$ cat src/rtl/extender_pipe.sv
// extender_pipe: registered immediate extender for the MIPS datapath.
//
// Turns an IN_W-bit immediate into an OUT_W-bit operand using one of four
// modes (zero, sign, upper placement, branch offset). Results are queued in a
// 2-entry output buffer with a valid/ready handshake, so decode can stall
// without losing immediates. Latency from push to extout is one cycle.
//
// Build option:
//   EXTENDER_LUI_EN  defined   -> extop=10 places imm in the upper bits (LUI)
//                    undefined -> extop=10 behaves as zero-extend, and no
//                                 upper-placement logic is built
//
// Ports:
//   clk, reset          rising-edge clock, asynchronous active-high reset
//   in_valid/in_ready   input handshake (in_ready depends only on state)
//   imm, extop, in_tag  immediate, mode (00 zero, 01 sign, 10 upper,
//                       11 branch), sideband tag
//   out_valid/out_ready output handshake
//   extout, out_tag     head-of-buffer result and its tag
//
// OUT_W must be at least IN_W + BR_SHIFT.

// Combinational extension math, one result per call.
module extender_core #(
  parameter int IN_W     = 16,
  parameter int OUT_W    = 32,
  parameter int BR_SHIFT = 2
) (
  input  logic [IN_W-1:0]  imm,
  input  logic [1:0]       extop,
  output logic [OUT_W-1:0] result
);
  logic [OUT_W-1:0] zext;
  logic [OUT_W-1:0] sext;
  logic [OUT_W-1:0] bext;

  assign zext = OUT_W'(imm);
  // Sized cast of a signed operand sign-extends; also safe when OUT_W == IN_W.
  assign sext = OUT_W'($signed(imm));
  assign bext = sext << BR_SHIFT;

`ifdef EXTENDER_LUI_EN
  logic [OUT_W-1:0] uext;
  // Shift form avoids a zero-width replication when OUT_W == IN_W.
  assign uext = zext << (OUT_W - IN_W);
`endif

  always_comb begin
    result = zext;
    case (extop)
      2'b00: result = zext;
      2'b01: result = sext;
`ifdef EXTENDER_LUI_EN
      2'b10: result = uext;
`else
      2'b10: result = zext;
`endif
      2'b11: result = bext;
      default: result = zext;
    endcase
  end
endmodule

module extender_pipe #(
  parameter int IN_W     = 16,
  parameter int OUT_W    = 32,
  parameter int BR_SHIFT = 2,
  parameter int TAG_W    = 4
) (
  input  logic             clk,
  input  logic             reset,
  input  logic             in_valid,
  output logic             in_ready,
  input  logic [IN_W-1:0]  imm,
  input  logic [1:0]       extop,
  input  logic [TAG_W-1:0] in_tag,
  output logic             out_valid,
  input  logic             out_ready,
  output logic [OUT_W-1:0] extout,
  output logic [TAG_W-1:0] out_tag
);
  typedef enum logic [1:0] {
    EMPTY = 2'd0,
    ONE   = 2'd1,
    FULL  = 2'd2
  } state_t;

  typedef struct packed {
    logic [TAG_W-1:0] tag;
    logic [OUT_W-1:0] data;
  } entry_t;

  state_t           state, state_nxt;
  entry_t           mem [2];
  logic             wr_ptr, rd_ptr;
  logic             push, pop;
  logic [OUT_W-1:0] ext_res;

  extender_core #(
    .IN_W    (IN_W),
    .OUT_W   (OUT_W),
    .BR_SHIFT(BR_SHIFT)
  ) u_core (
    .imm   (imm),
    .extop (extop),
    .result(ext_res)
  );

  // Handshake flags come straight from the registered state, so there is no
  // combinational out_ready -> in_ready path; in FULL only a pop can happen.
  assign in_ready  = (state != FULL);
  assign out_valid = (state != EMPTY);
  assign push      = in_valid & in_ready;
  assign pop       = out_valid & out_ready;

  always_ff @(posedge clk or posedge reset) begin
    if (reset) state <= EMPTY;
    else       state <= state_nxt;
  end

  always_comb begin
    state_nxt = state;
    case (state)
      EMPTY:   if (push) state_nxt = ONE;
      ONE: begin
        if (push && !pop)      state_nxt = FULL;
        else if (pop && !push) state_nxt = EMPTY;
      end
      FULL:    if (pop) state_nxt = ONE;
      default: state_nxt = EMPTY;
    endcase
  end

  // Storage is cleared on reset so extout/out_tag read 0 immediately.
  always_ff @(posedge clk or posedge reset) begin
    if (reset) begin
      wr_ptr <= 1'b0;
      rd_ptr <= 1'b0;
      for (int i = 0; i < 2; i++) mem[i] <= '0;
    end else begin
      if (push) begin
        mem[wr_ptr] <= '{tag: in_tag, data: ext_res};
        wr_ptr      <= ~wr_ptr;
      end
      if (pop) rd_ptr <= ~rd_ptr;
    end
  end

  // Head entry is registered, so it stays stable while stalled.
  assign extout  = mem[rd_ptr].data;
  assign out_tag = mem[rd_ptr].tag;
endmodule
$ cat config.mk
export PLATFORM = sky130hd
export DESIGN_NAME = extender_pipe
export DESIGN_NICKNAME = d
export VERILOG_FILES = /design/src/rtl/extender_pipe.sv
export SDC_FILE = /design/constraint.sdc
export NUM_CORES = 1
export LEC_CHECK = 0
export CAP_MARGIN = 10
export CORE_ASPECT_RATIO = 1.1
export CORE_UTILIZATION = 40
export CTS_CLUSTER_DIAMETER = 50
export CTS_CLUSTER_SIZE = 12
export DETAILED_ROUTE_END_ITERATION = 10
export GPL_TIMING_DRIVEN = 0
export PLACE_DENSITY_LB_ADDON = 0.1
export SLEW_MARGIN = 20
export SYNTH_ARGS = -nofsm -noshare
export SYNTH_HDL_FRONTEND = slang
export SYNTH_SLANG_ARGS = --single-unit
$ cat constraint.sdc
create_clock -name clk -period 4.5 [get_ports clk]
set_input_delay 0.9 -clock clk [delete_from_list [all_inputs] [get_ports clk]]
set_output_delay 0.9 -clock clk [all_outputs]
set_load 0.1 [all_outputs]
==> flow_metrics.env <==
export IMPL_grt_pass1_wl_um=7800
export IMPL_postRouteAntennaNets=0
export IMPL_placed_cell_area_mm2=0.00318
export IMPL_relSlewSlack_pct=34.5
export IMPL_hold_buffers=0
export IMPL_outcome="finished, final reports clean"
export IMPL_final_area_mm2=0.00327
export IMPL_vias_per_cell=4.72
export IMPL_fin_crit_sh_pct=83.9
export IMPL_cts_tree="done"
export IMPL_vias=1534
export IMPL_period_needed_ns=3.77
export IMPL_path_clk_slew_ns=0.08
export IMPL_tns_ns=0
export IMPL_dr_pass1_iters=4
export IMPL_dr_first_iter_drc_count=16
export IMPL_synth_net_count=202
export IMPL_gr_total_overflow=0
export IMPL_fp_dieH_um=83.9
export IMPL_synth_main_ff_cell="dfrtp_1"
export IMPL_critPathLaunchType="flip-flop"
export IMPL_n_antenna_cell=0
export IMPL_timing_fmax_ghz=0.265
export IMPL_synth_seq_cells=48
export IMPL_finalMaxSlewViolations=0
export IMPL_worstPathRequired_ns=3.60
export IMPL_postSynthCellCount=176
export IMPL_cts_resized_gates=0
export IMPL_synth_area_mm2=0.00244
export IMPL_finalClockSkew_ns=0.00469
export IMPL_die_area_mm2=0.00641
export IMPL_cts_sinks=48
export IMPL_clockBufferDepth=2
export IMPL_pin_count=64
export IMPL_antenna_found_initial=0
export IMPL_synth_edf_count=0
export IMPL_avgSynthCellArea_um2=13.8
export IMPL_clock_latency_ns=0.29
export IMPL_endpoint_kind="output port"
export IMPL_synthArstFlopShare_pct=100
export IMPL_min_path_type="flip-flop to flip-flop"
export IMPL_place_gp_congestion=0.659
export IMPL_die_x_um=76.4
export IMPL_hold_violations=0
export IMPL_drc_errors=0
export IMPL_worst_pin_slew_ns=0.980
export IMPL_grt_max_degree=33
export IMPL_root_buffer="clkbuf_8"
export IMPL_grt_use_total_pct=15.5
export IMPL_start_util_pct=42.0
export IMPL_finalSetupViolCount=0
export IMPL_final_nets=273
export IMPL_ys_types=24
export IMPL_synth_seq_area_share_pct=49.3
export IMPL_r2r_cells=4
export IMPL_post_cts_repair_setup_buffers=0
export IMPL_coreArea_mm2=0.00581
export IMPL_io_buffers=63
export IMPL_drive_above_1_share_pct=44.8
export IMPL_crit_type="flip-flop to output port"
export IMPL_h_tree_depth=2
export IMPL_routedWlPerCell_um=13.7
export IMPL_yosysWarnings=0
export IMPL_grt_pass1_vias=1610
export IMPL_finalWirelength_um=4460
export IMPL_hold_depth=1
export IMPL_numCtsBuffers=5
export IMPL_dpl_hpwl_um=3260
export IMPL_areaGrowthSynthToFinish_pct=34.4
export IMPL_max_cap_violations=0
export IMPL_rsz0062_at_grt="no"
export IMPL_arrival_ns=2.87
export IMPL_cp_max_fo=15
export IMPL_num_rows=29
## worst paths after layout
kind	from	endpoint	slack, ns
max	rd_ptr	extout[23]	0.73
min	mem[49]	mem[49]	0.49
max reg2reg	state[1]	mem[51]	2.97
min reg2reg	mem[49]	mem[49]	0.49
max in group asynchronous	reset	mem[51]	3.11
min in group asynchronous	reset	state[0]	0.90
## cell type report
| cell class | instances | area, µm² |
|---|---|---|
| multi-input combinational | 101 | 1050 |
| clock buffer | 8 | 90.1 |
| sequential | 48 | 1200 |
| inverter | 5 | 18.8 |
| tap | 77 | 96.3 |
| buffer | 22 | 169 |
| fill | 528 | 2530 |
| timing repair buffer | 64 | 651 |
## registers in the layout (all words and copies together) (netlist names)
| signal | flops |
|---|---|
| rd_ptr | 1 |
| mem | 44 |
| wr_ptr | 1 |
| state | 2 |
## cell usage in the layout (no fill, tap or decap)
master,netlist,routed
o22ai_1,1,1
clkbuf_8,0,6
xnor2_1,1,1
dfrtp_1,48,48
buf_12,0,1
a21oi_1,2,2
nand3b_1,1,1
nor2b_4,1,1
o21ai_0,2,2
buf_4,14,14
inv_2,1,2
buf_6,4,4
clkbuf_1,1,3
mux2_1,2,2
nand2_1,3,3
clkdlybuf4s50_1,0,63
nand2_2,1,1
mux2_2,76,76
mux2i_1,3,3
nor3b_1,1,1
and2_1,3,3
nand3_2,1,1
inv_1,4,3
nor3_4,1,1
buf_2,3,3
or2_2,1,1
nand2b_1,1,1
## worst max-delay path: stages, from the launching register on
cell and delay (ns):
dfrtp_1 0.34, clkbuf_1 0.27, buf_2 0.33, mux2_2 0.37
buf_4 0.15, clkdlybuf4s50_1 1.12
## stage by stage
| step | utilization, % | hold WS [ns] | setup WS, ns | instances |
|---|---|---|---|---|
| 2_1_floorplan | - | 0.454 | 0.788 | 176 |
| 3_3_place_gp | 54.5 | 0.466 | 1.00 | 316 |
| 3_5_place_dp | 54.8 | 0.475 | 1.01 | 317 |
| 4_1_cts | 56.4 | 0.494 | 0.674 | 325 |
| 5_1_grt | 56.4 | 0.514 | 0.540 | 325 |
| 6_report | 56.4 | 0.487 | 0.725 | 325 |
## cell usage after synthesis (2+ instances only)
master	instances	area (µm²)
mux2_2	76	856
and2_1	3	18.8
buf_4	14	105
o21ai_0	2	10.0
buf_2	3	15.0
a21oi_1	2	10.0
mux2_1	2	22.5
mux2i_1	3	30.0
nand2_1	3	11.3
dfrtp_1	48	1200
inv_1	4	15.0
buf_6	4	45.0
## kinds of logic after synthesis
kind of cell / share of synthesized area, %
compound gates: 1.08
xor+xnor: 0.360
flops: 49.3
mux: 37.3
simple gates: 4.26
buf+inv: 7.70
## layer usage
| layer | GRT usage (%) | up-vias | part of all wire [%] |
|---|---|---|---|
| met5 | 0 | - | 0 |
| met4 | 5.24 | 0 | 1.5 |
| met3 | 4.48 | 6 | 5.2 |
| met2 | 25.1 | 44 | 48 |
| met1 | 19.8 | 738 | 45 |
| li1 | - | 746 | - |
Power is left out: the tool's default activity adds up to more than one toggle a clock period on the data nets, which glitch-free logic cannot reach.
